[config.mk]
export PLATFORM = sky130hd
export DESIGN_NAME = fetch_unit_flat
export DESIGN_NICKNAME = d
export VERILOG_FILES = /design/src/rtl/fetch_unit_if.sv /design/src/rtl/fetch_unit.sv /design/src/flat_wrapper.sv
export SDC_FILE = /design/constraint.sdc
export NUM_CORES = 1
export LEC_CHECK = 0
export ABC_CLOCK_PERIOD_IN_PS = 4250
export BUFFER_PORTS_ARGS = -buffer_cell sky130_fd_sc_hd__buf_2
export CELL_PAD_IN_SITES_DETAIL_PLACEMENT = 1
export CELL_PAD_IN_SITES_GLOBAL_PLACEMENT = 1
export CORE_ASPECT_RATIO = 0.75
export CORE_MARGIN = 3
export CORE_UTILIZATION = 49
export CTS_CLUSTER_DIAMETER = 50
export DETAILED_ROUTE_END_ITERATION = 12
export PLACE_DENSITY = 0.91
export SETUP_SLACK_MARGIN = 0.5
export SYNTH_ARGS = -nofsm -noshare
export SYNTH_HDL_FRONTEND = slang
export SYNTH_SLANG_ARGS = --single-unit
[constraint.sdc]
create_clock -name clk -period 4.25 [get_ports clk]
set_clock_uncertainty 0.2 [all_clocks]
set_input_delay 0.6375 -clock clk [delete_from_list [all_inputs] [get_ports clk]]
set_output_delay 0.6375 -clock clk [all_outputs]
set_load 0.1 [all_outputs]
[src/rtl/fetch_unit_if.sv]
//==============================================================================
// Module      : fetch_unit_if
// Description : Memory, decode and control signals of the instruction fetch unit.
// Revision    : 1.0  initial release
//==============================================================================
`default_nettype none

interface fetch_unit_if;
    logic        imem_req;
    logic [31:0] imem_addr;
    logic        imem_gnt;
    logic        imem_rvalid;
    logic [31:0] imem_rdata;
    logic [31:0] ir;
    logic [31:0] ir_pc;
    logic        ir_valid;
    logic        ir_ready;
    logic        redirect_valid;
    logic [31:0] redirect_pc;
    logic        halt;
    logic        misalign_err;

    modport master (
        output imem_req, imem_addr, ir, ir_pc, ir_valid, misalign_err,
        input  imem_gnt, imem_rvalid, imem_rdata, ir_ready,
               redirect_valid, redirect_pc, halt
    );

    modport slave (
        input  imem_req, imem_addr, ir, ir_pc, ir_valid, misalign_err,
        output imem_gnt, imem_rvalid, imem_rdata, ir_ready,
               redirect_valid, redirect_pc, halt
    );
endinterface

`default_nettype wire

[src/rtl/fetch_unit.sv]
//==============================================================================
// Module      : fetch_unit
// Description : Instruction fetch front end with in-order buffer and redirects.
// Revision    : 1.0  initial release
//==============================================================================
`default_nettype none

module fetch_unit #(
    parameter logic [31:0] RESET_PC = 32'h0000_0000,
    parameter int          DEPTH    = 4,
    parameter logic [31:0] NOP_INSN = 32'h0000_0013
) (
    input  wire logic         clk,
    input  wire logic         rst_n,
    fetch_unit_if.master      bus
);

    localparam int PTR_W = (DEPTH > 1) ? $clog2(DEPTH) : 1;
    localparam int CNT_W = PTR_W + 1;
    localparam logic [CNT_W:0]   c_depth_ext = (CNT_W + 1)'(DEPTH);
    localparam logic [CNT_W-1:0] c_full      = CNT_W'(DEPTH);

    typedef enum logic [1:0] {
        ST_RUN   = 2'd0,
        ST_DRAIN = 2'd1,
        ST_HALT  = 2'd2
    } state_t;

    state_t           r_state;
    state_t           w_state_next;
    state_t           w_resume;
    logic [31:0]      r_fetch_pc;
    logic [31:0]      r_resp_pc;
    logic [CNT_W-1:0] r_outstanding;
    logic [CNT_W-1:0] r_discard;
    logic [CNT_W-1:0] w_discard_next;
    logic [CNT_W-1:0] r_count;
    logic [PTR_W-1:0] r_wr_ptr;
    logic [PTR_W-1:0] r_rd_ptr;
    logic [31:0]      r_data_mem [DEPTH];
    logic [31:0]      r_pc_mem   [DEPTH];
    logic             r_misalign;

    logic             w_credit_ok;
    logic             w_req;
    logic             w_accept;
    logic             w_push;
    logic             w_pop;
    logic             w_head_valid;
    logic [31:0]      w_target;

    assign w_target     = {bus.redirect_pc[31:2], 2'b00};
    assign w_head_valid = (r_count != '0);
    assign w_credit_ok  = ({1'b0, r_count} + {1'b0, r_outstanding}) < c_depth_ext;
    // Gated by rst_n so no request is visible while reset is held.
    assign w_req        = rst_n && (r_state == ST_RUN) && !bus.redirect_valid && w_credit_ok;
    assign w_accept     = w_req && bus.imem_gnt;
    assign w_pop        = w_head_valid && bus.ir_ready && !bus.redirect_valid;
    assign w_push       = bus.imem_rvalid && (r_discard == '0) && !bus.redirect_valid;

    // A response arriving in the redirect cycle is dropped and so not counted as stale.
    always_comb begin
        w_discard_next = r_discard;
        if (bus.redirect_valid) begin
            w_discard_next = r_outstanding - {{(CNT_W-1){1'b0}}, bus.imem_rvalid};
        end else if (bus.imem_rvalid && (r_discard != '0)) begin
            w_discard_next = r_discard - CNT_W'(1);
        end
    end

    always_comb begin
        w_resume     = bus.halt ? ST_HALT : ST_RUN;
        w_state_next = r_state;
        if (bus.redirect_valid) begin
            w_state_next = (w_discard_next != '0) ? ST_DRAIN : w_resume;
        end else begin
            case (r_state)
                ST_RUN:   if (bus.halt) w_state_next = ST_HALT;
                ST_HALT:  if (!bus.halt) w_state_next = ST_RUN;
                ST_DRAIN: if (w_discard_next == '0) w_state_next = w_resume;
                default:  w_state_next = ST_RUN;
            endcase
        end
    end

    always_ff @(posedge clk or negedge rst_n) begin
        if (!rst_n) begin
            r_state       <= ST_RUN;
            r_fetch_pc    <= RESET_PC;
            r_resp_pc     <= RESET_PC;
            r_outstanding <= '0;
            r_discard     <= '0;
            r_count       <= '0;
            r_wr_ptr      <= '0;
            r_rd_ptr      <= '0;
            r_misalign    <= 1'b0;
        end else begin
            r_state    <= w_state_next;
            r_discard  <= w_discard_next;
            r_misalign <= bus.redirect_valid && (bus.redirect_pc[1:0] != 2'b00);

            case ({w_accept, bus.imem_rvalid})
                2'b10:   r_outstanding <= r_outstanding + CNT_W'(1);
                2'b01:   r_outstanding <= r_outstanding - CNT_W'(1);
                default: r_outstanding <= r_outstanding;
            endcase

            if (bus.redirect_valid) begin
                r_fetch_pc <= w_target;
                r_resp_pc  <= w_target;
                r_count    <= '0;
                r_wr_ptr   <= '0;
                r_rd_ptr   <= '0;
            end else begin
                if (w_accept) begin
                    r_fetch_pc <= r_fetch_pc + 32'd4;
                end
                if (w_push) begin
                    r_wr_ptr  <= r_wr_ptr + PTR_W'(1);
                    r_resp_pc <= r_resp_pc + 32'd4;
                end
                if (w_pop) begin
                    r_rd_ptr <= r_rd_ptr + PTR_W'(1);
                end
                case ({w_push, w_pop})
                    2'b10:   r_count <= r_count + CNT_W'(1);
                    2'b01:   r_count <= r_count - CNT_W'(1);
                    default: r_count <= r_count;
                endcase
            end
        end
    end

    // Storage needs no reset; validity is carried entirely by r_count.
    always_ff @(posedge clk) begin
        if (w_push) begin
            r_data_mem[r_wr_ptr] <= bus.imem_rdata;
            r_pc_mem[r_wr_ptr]   <= r_resp_pc;
        end
        if (rst_n && w_push && !w_pop) begin
            assert (r_count != c_full);
        end
    end

    assign bus.imem_req     = w_req;
    assign bus.imem_addr    = r_fetch_pc;
    assign bus.ir_valid     = w_head_valid;
    assign bus.ir           = w_head_valid ? r_data_mem[r_rd_ptr] : NOP_INSN;
    assign bus.ir_pc        = w_head_valid ? r_pc_mem[r_rd_ptr] : 32'h0000_0000;
    assign bus.misalign_err = r_misalign;

endmodule

`default_nettype wire
[src/flat_wrapper.sv]
// flat-port wrapper written by rule: the top's interface ports become plain ports
module fetch_unit_flat 
#(
    parameter logic [31:0] RESET_PC = 32'h0000_0000,
    parameter int          DEPTH    = 4,
    parameter logic [31:0] NOP_INSN = 32'h0000_0013
)
  (clk, rst_n, bus_imem_req, bus_imem_addr, bus_ir, bus_ir_pc, bus_ir_valid, bus_misalign_err, bus_imem_gnt, bus_imem_rvalid, bus_imem_rdata, bus_ir_ready, bus_redirect_valid, bus_redirect_pc, bus_halt);
  fetch_unit_if bus_i ();
  input  wire logic clk;
  input  wire logic rst_n;
  output wire logic [$bits(bus_i.imem_req)-1:0] bus_imem_req;
  output wire logic [$bits(bus_i.imem_addr)-1:0] bus_imem_addr;
  output wire logic [$bits(bus_i.ir)-1:0] bus_ir;
  output wire logic [$bits(bus_i.ir_pc)-1:0] bus_ir_pc;
  output wire logic [$bits(bus_i.ir_valid)-1:0] bus_ir_valid;
  output wire logic [$bits(bus_i.misalign_err)-1:0] bus_misalign_err;
  input wire logic [$bits(bus_i.imem_gnt)-1:0] bus_imem_gnt;
  input wire logic [$bits(bus_i.imem_rvalid)-1:0] bus_imem_rvalid;
  input wire logic [$bits(bus_i.imem_rdata)-1:0] bus_imem_rdata;
  input wire logic [$bits(bus_i.ir_ready)-1:0] bus_ir_ready;
  input wire logic [$bits(bus_i.redirect_valid)-1:0] bus_redirect_valid;
  input wire logic [$bits(bus_i.redirect_pc)-1:0] bus_redirect_pc;
  input wire logic [$bits(bus_i.halt)-1:0] bus_halt;
  assign bus_imem_req = bus_i.imem_req;
  assign bus_imem_addr = bus_i.imem_addr;
  assign bus_ir = bus_i.ir;
  assign bus_ir_pc = bus_i.ir_pc;
  assign bus_ir_valid = bus_i.ir_valid;
  assign bus_misalign_err = bus_i.misalign_err;
  assign bus_i.imem_gnt = bus_imem_gnt;
  assign bus_i.imem_rvalid = bus_imem_rvalid;
  assign bus_i.imem_rdata = bus_imem_rdata;
  assign bus_i.ir_ready = bus_ir_ready;
  assign bus_i.redirect_valid = bus_redirect_valid;
  assign bus_i.redirect_pc = bus_redirect_pc;
  assign bus_i.halt = bus_halt;
  fetch_unit #(.RESET_PC(RESET_PC), .DEPTH(DEPTH), .NOP_INSN(NOP_INSN)) u_core (.clk(clk), .rst_n(rst_n), .bus(bus_i));
endmodule
Yosys cells after proc, flatten, opt, wreduce, memory -nomap -nowiden
Memories as Yosys holds them, arrays and structs flattened.
Cells that the tools add are included.

storage, ports and cells
  register bits after elaboration = 80
  bits in writable memories = 256
  memories kept = 2
  output and inout bits = 99

memory list
  memory             depth  bits a word  rd ports  clocked after memory_dff  wr ports  line              source
  u_core.r_data_mem  4      32           1         0                         1         fetch_unit.sv:40  logic [31:0] r_data_mem [DEPTH];
  u_core.r_pc_mem    4      32           1         0                         1         fetch_unit.sv:41  logic [31:0] r_pc_mem [DEPTH];

cells by class
  $add $sub $neg = 11
  $lt $le $gt $ge = 1
  reduce and logical (&&, ||, !) cells = 24
  eq/ne operators = 9
  mux-type cells = 24

operators by type and width
  kind                                                   number
  two-way mux 32 bit                                     6
  adder 32 x 3 -> 32 bit, second input constant          2
  two-way mux 2 bit                                      10
  one-hot mux 3 bit (2 select lines)                     2
  nonzero test 3 bit                                     4
  logical AND 1 bit                                      10
  nonzero test 2 bit                                     5
  two-way mux 3 bit                                      3
  subtractor 3 x 1 -> 3 bit, second input constant       3
  adder 3 x 1 -> 3 bit, second input constant            2
  equality test 2 x 1 -> 1 bit, second input constant    3
  equality test 2 bit, second input constant             3
  logical NOT 3 bit                                      2
  inequality test 3 bit, second input constant           2
  one-hot mux 2 bit (3 select lines)                     1
  adder 2 x 1 -> 2 bit, second input constant            2
  adder 3 x 3 -> 4 bit                                   1
  < comparator 4 x 3 -> 1 bit, second input constant     1
  inequality test 3 x 2 -> 1 bit, second input constant  1
  AND reduction 3 bit                                    1
  subtractor 3 x 1 -> 3 bit                              1
  logical NOT 2 bit                                      1
  two-way mux 1 bit                                      2
  logical NOT 1 bit                                      1

Logic depth before layout (Yosys ltp)
  word-level depth = 8
  mapped depth = 12
  gate-level depth less buffers = 10

Least setup slack after synthesis
OpenSTA, ideal clock, no wires.

  kind = register -> register
  start point = register u_core.r_discard[0]
  end point = memory u_core.r_data_mem[0][0] (enable)
  buffers on the path = 2
  path slack = 795 ps
  arrival time = 2829 ps
  cell stages (with the launch flop) = 7
  setup time = 427 ps
  cell sequence = dfrtp_1 inv_1 ha_1 and3b_1 clkbuf_1 clkbuf_1 and3_1

on the way
  word-level cells in the longest chain between the ends = 5

ends and longest elaborated chain
  what                                     line               source
  start, declared                          fetch_unit.sv:35   logic [CNT_W-1:0] r_discard;
  start signal, assigned                   fetch_unit.sv:99   r_discard <= w_discard_next;
  logical NOT 3 bit                        fetch_unit.sv:59   assign w_push = bus.imem_rvalid && (r_discard == '0) && !bus.redirect_valid;
  logical AND 1 bit (2 in series)          fetch_unit.sv:59
  two-way mux 1 bit                        fetch_unit.sv:136  if (w_push) begin
  two-way mux 1 bit (not written as such)  fetch_unit.sv:137  r_data_mem[r_wr_ptr] <= bus.imem_rdata;
  end, declared                            fetch_unit.sv:40

Every way passes these cells.

Final worst setup path
  start point = register u_core.r_count[0]
  end point = output bus_ir_pc[18]

on the way
  word-level cells in the longest chain between the ends = 2

ends and longest elaborated chain
  what                    line                source
  start, declared         fetch_unit.sv:37    logic [CNT_W-1:0] r_count;
  start signal, assigned  fetch_unit.sv:126   2'b10: r_count <= r_count + CNT_W'(1);
  start signal, assigned  fetch_unit.sv:127   2'b01: r_count <= r_count - CNT_W'(1);
  start signal, assigned  fetch_unit.sv:128   default: r_count <= r_count;
  nonzero test 3 bit      fetch_unit.sv:53    assign w_head_valid = (r_count != '0);
  two-way mux 32 bit      fetch_unit.sv:149   assign bus.ir_pc = w_head_valid ? r_pc_mem[r_rd_ptr] : 32'h0000_0000;
  end, declared           flat_wrapper.sv:15  output wire logic [$bits(bus_i.ir_pc)-1:0] bus_ir_pc;

Every way passes these cells.

==> reports/results.md <==
| Step | Parameter | Reported |
|---|---|---|
| status | Outcome | complete, no violations |
| placement | Cells after DPL | 1363 |
| sta | Unrepaired setup endpoints after global routing | no |
| logic synthesis | Count of warnings emitted by yosys | 0 |
| floorplanning | Die Y-Extent | 151 um |
| sta | Transition time at the pin with the least slew margin | 1.02 ns |
| setup path | Kind of start point of the critical path | flop |
| floorplanning | Top-level port count | 170 |
| logic synthesis | Top cell type by total area after synthesis | edfxtp_1 |
| hold path | Class of the most critical hold timing path | in -> reg |
| routing | Via-to-Cell Ratio | 5.81 |
| setup path | Cell chain of the critical path | nor3_1, buf_4, inv_2, buf_4, and2_1, buf_2 |
| final layout | Number of non-filler instances in the completed layout | 1428 |
| routing | Total wirelength of the detailed-routed design | 33.8 mm |
| final layout | Fraction of layout instances using a drive strength above 1 | 30.0% |
| logic synthesis | Yosys top cell area share | 54.2% |
| setup path | CP max stage cell | dfrtp_1 |
| final layout | Layout net count | 1137 |
| cts | Source-to-sink clock delay at the later pin of the worst-skew pair | 0.50 ns |
| cts | Clock sinks | 324 |
| logic synthesis | Sequential fraction of the synthesis area | 68.1% |
| sta | Final count of negative-setup-slack endpoints | 0 |
| sta | Min cycle time layout | 3.45 ns |
| routing | Residual antenna-violating net count after detailed routing | 0 |
| logic synthesis | Number of flip-flops and latches in the synthesized netlist | 324 |
| floorplanning | Core region area | 0.0273 mm2 |
| logic synthesis | Post-synthesis mux area share | 11.2% |
| power and ir drop | Maximum ir drop on the vdd rail | 0.546 mV |
| cts | CTS tree | yes |
| logic synthesis | Primary FF master, synth | edfxtp_1 |
| placement | Count of input and output buffers | 165 |
| logic synthesis | Gate count of the mapped netlist | 871 |
| floorplanning | Horiz. Die Dim | 199 um |
| setup path | Required time worst endpoint | 3.41 ns |
| setup path | Type of the setup path with the least slack | reg -> out |
| sta | Hold slack final | 0.148 ns |
| global routing | Number of global-route vias before repair | 9093 |
| sta | Total negative slack for setup checks | 0 ns |
| global routing | Met1 GRT Util | 32.5% |
| logic synthesis | Share of the synthesized netlist area taken by xor and xnor gates | 2.61% |
| setup path | CP peak stage delay | 0.44 ns |
| cts | Maximum level of the CTS H-tree | 2 |
| cts | Clock buffer depth | 3 |
| cts | Worst-path clk slew | 0.06 ns |
| setup path | Crit-path max FO | 34 |
| sta | Number of failing hold endpoints at the final stage | 0 |
| setup path | Category of the worst setup path capture point | primary output |
| setup path | Data arrival time at the worst-slack endpoint | 2.61 ns |
| global routing | Global-route layer with the greatest usage | met2 |
| global routing | GRT Util Overall | 22.8% |
| cts | Library cell used as clock root buffer | clkbuf_16 |
| routing | # DRC | 0 |
| logic synthesis | Synth cell types | 58 |
| global routing | Largest net degree at the start of global routing | 75 |
| power and ir drop | Static leakage | 5.86 nW |
| routing | Initial DRT Pass Iterations | 4 |
| placement | Post-detail-place hpwl | 22.3 mm |
| cts | Total CTS buffers | 36 |
| flow run | Maximum capacitance violations | 0 |
| placement | Post-DP Area | 0.0150 mm2 |
| logic synthesis | Compound-cell area share of the yosys netlist | 4.13% |
| global routing | Met3 track demand over resource in global routing | 3.56% |
| sta | Final critical-path share of the clock period | 81.1% |
| logic synthesis | Mapped cell area | 0.0137 mm2 |
| logic synthesis | Number of enable flip-flop cells after synthesis | 248 |
| routing | Number of DRC violations after detailed-routing iteration 0 | 616 |
| logic synthesis | Simple logic cell fraction of the synthesized area | 10.6% |
| global routing | Antenna violations before repair | 1 |
| logic synthesis | Avg Inst Size Synth | 15.8 um2 |
| final layout | Area growth from synthesis to final layout | 17.5% |
| final layout | Number of diodes added for antenna fixing | 0 |
| floorplanning | Standard-cell rows | 52 |
| logic synthesis | Proportion of synthesized flip-flops having asynchronous set or reset | 23.5% |
| global routing | Global-route wire length before repair | 52.5 mm |
| sta | Post-route setup slack | 0.804 ns |
| global routing | Final global-route overflow total | 0 |
| logic synthesis | Main combinational cell family by area after synthesis | multiplexers |
| global routing | Global-route met2 utilization | 37.5% |
| final layout | Area of all placed cells without fillers | 0.0161 mm2 |
| floorplanning | Die footprint | 0.0301 mm2 |
| sta | Achievable frequency | 0.290 GHz |
| setup path | Most used cell along the critical path | buf_4 |
| routing | Routed WL per cell | 23.6 um |
| power and ir drop | Power density over the cells | 715 mW/mm2 |
| cts | Buffers inserted by post-CTS timing repair | 0 |
| routing | Routed via count | 8301 |
| placement | Placer's final routability congestion estimate | 0.833 |
| sta | Number of pins with negative max-slew slack in the final report | 0 |
| floorplanning | Effective utilization at floorplan | 50.4% |
| sta | Max transition margin | 32.2% |
| logic synthesis | Adder-cell share of the synthesized area | 1.48% |
| logic synthesis | Top post-synthesis cells by area | edfxtp_1 54%, dfrtp_1 14%, mux4_2 10% |
| placement | Setup slack at placement | 1.30 ns |
-- final timing paths --
| path | to | slack (ns) | cells past startpoint | startpoint |
|---|---|---|---|---|
| worst min register to register | u_core.r_outstanding[0] | 0.32 | 1 | u_core.r_outstanding[0] |
| worst min-delay path | u_core.r_data_mem[1][31] | 0.15 | 1 | bus_imem_rdata[31] |
| worst max-delay path | bus_ir_pc[18] | 0.80 | 6 | u_core.r_count[0] |
| min in group asynchronous | u_core.r_state[0] | 0.28 | 2 | rst_n |
| max in group asynchronous | u_core.r_rd_ptr[0] | 2.32 | 3 | rst_n |
| worst max register to register | u_core.r_pc_mem[0][28] | 1.41 | 4 | u_core.r_discard[0] |
-- through the flow --
| step | util [%] | power (mW) |
|---|---|---|
| 2_1_floorplan | - | 7.74 |
| 3_3_place_gp | 55.0 | 8.55 |
| 3_5_place_dp | 55.0 | 8.65 |
| 4_1_cts | 59.2 | 11.6 |
| 5_1_grt | 59.2 | 12.0 |
| 6_report | 59.2 | 11.5 |
-- synthesized netlist by cell type, drive strengths merged (3+ instances only) --
cell type,count
a31oi,6
dfrtp,76
a31o,3
xor2,19
mux2,9
o211ai,9
nor2,28
edfxtp,248
mux4,62
nor3,13
nand2,56
inv,17
buf,15
nand3,38
xnor2,22
or2,3
mux2i,4
nor3b,3
a21oi,9
or3,3
nand4,19
clkbuf,29
and2,63
nor4,8
o311ai,6
and4,6
and3,13
ha,13
o21ai,42
-- placed cells by master (no fill, tap or decap), types with 7 or more instances in the layout --
cell type	Yosys	layout
mux2_2	9	9
nand2_1	56	56
dfrtp_1	76	74
ha_1	13	13
a21oi_1	9	9
o21ai_0	42	42
mux4_2	62	62
o211ai_1	9	9
xnor2_1	22	22
inv_1	17	16
clkinv_1	2	7
nor2_1	28	28
buf_2	8	165
edfxtp_1	248	248
clkbuf_16	0	37
xor2_1	19	19
clkbuf_1	29	9
nand4_1	18	18
nand3_1	38	38
nor3_1	13	13
and3_1	13	9
buf_4	4	15
and2_1	62	62
-- registers in the layout (all words and copies together), names as in the netlist, 3 cells and up --
| name | count |
|---|---|
| u_core.bus.imem_addr | 30 |
| u_core.r_count | 3 |
| u_core.r_data_mem | 128 |
| u_core.r_discard | 3 |
| u_core.r_outstanding | 3 |
| u_core.r_pc_mem | 120 |
| u_core.r_resp_pc | 30 |
-- repair_timing --
item,in CTS,in global routing
resized for setup,0,0
setup endpoints to repair,0,0
hold endpoints to repair,2,0
hold buffers,1,0
-- metal layers --
metal / vias to the layer above / part of all wire (%)
met3: 51 / 4.5
met5: - / 0
met1: 4313 / 45
li1: 3712 / -
met2: 225 / 49
met4: 0 / 2.1
-- critical path, delay by kind of cell, from the launching register on --
kind,cells,cell delay (ns)
flops,1,0.44
simple gates,2,0.30
buf+inv,4,1.32
-- cell type report --
class                   count  area [um2]
clock buffers              49        1000
repair buffers            183         988
flip-flops and latches    324        9350
multi-input cells         487        4160
inverters                  19        71.3
well taps                 351         439
fillers                  2581       11100
clock inverters            15         128
-- kinds of logic (layout without fill, tap and decap cells) --
family,after synthesis,count (layout)
mux,75,75
compound gates,90,90
buf+inv,63,266
other cells,1,4
flops,324,324
fa+ha+maj,15,15
xor+xnor,41,41
simple gates,262,262
-- power by group --
part           switching, mW  internal (mW)  leakage (nW)
logic                   3.75           1.00          2.16
registers              0.207           3.60          3.15
clock network           1.21           1.77         0.548
Note: power is estimated with default switching activity, not from simulation.
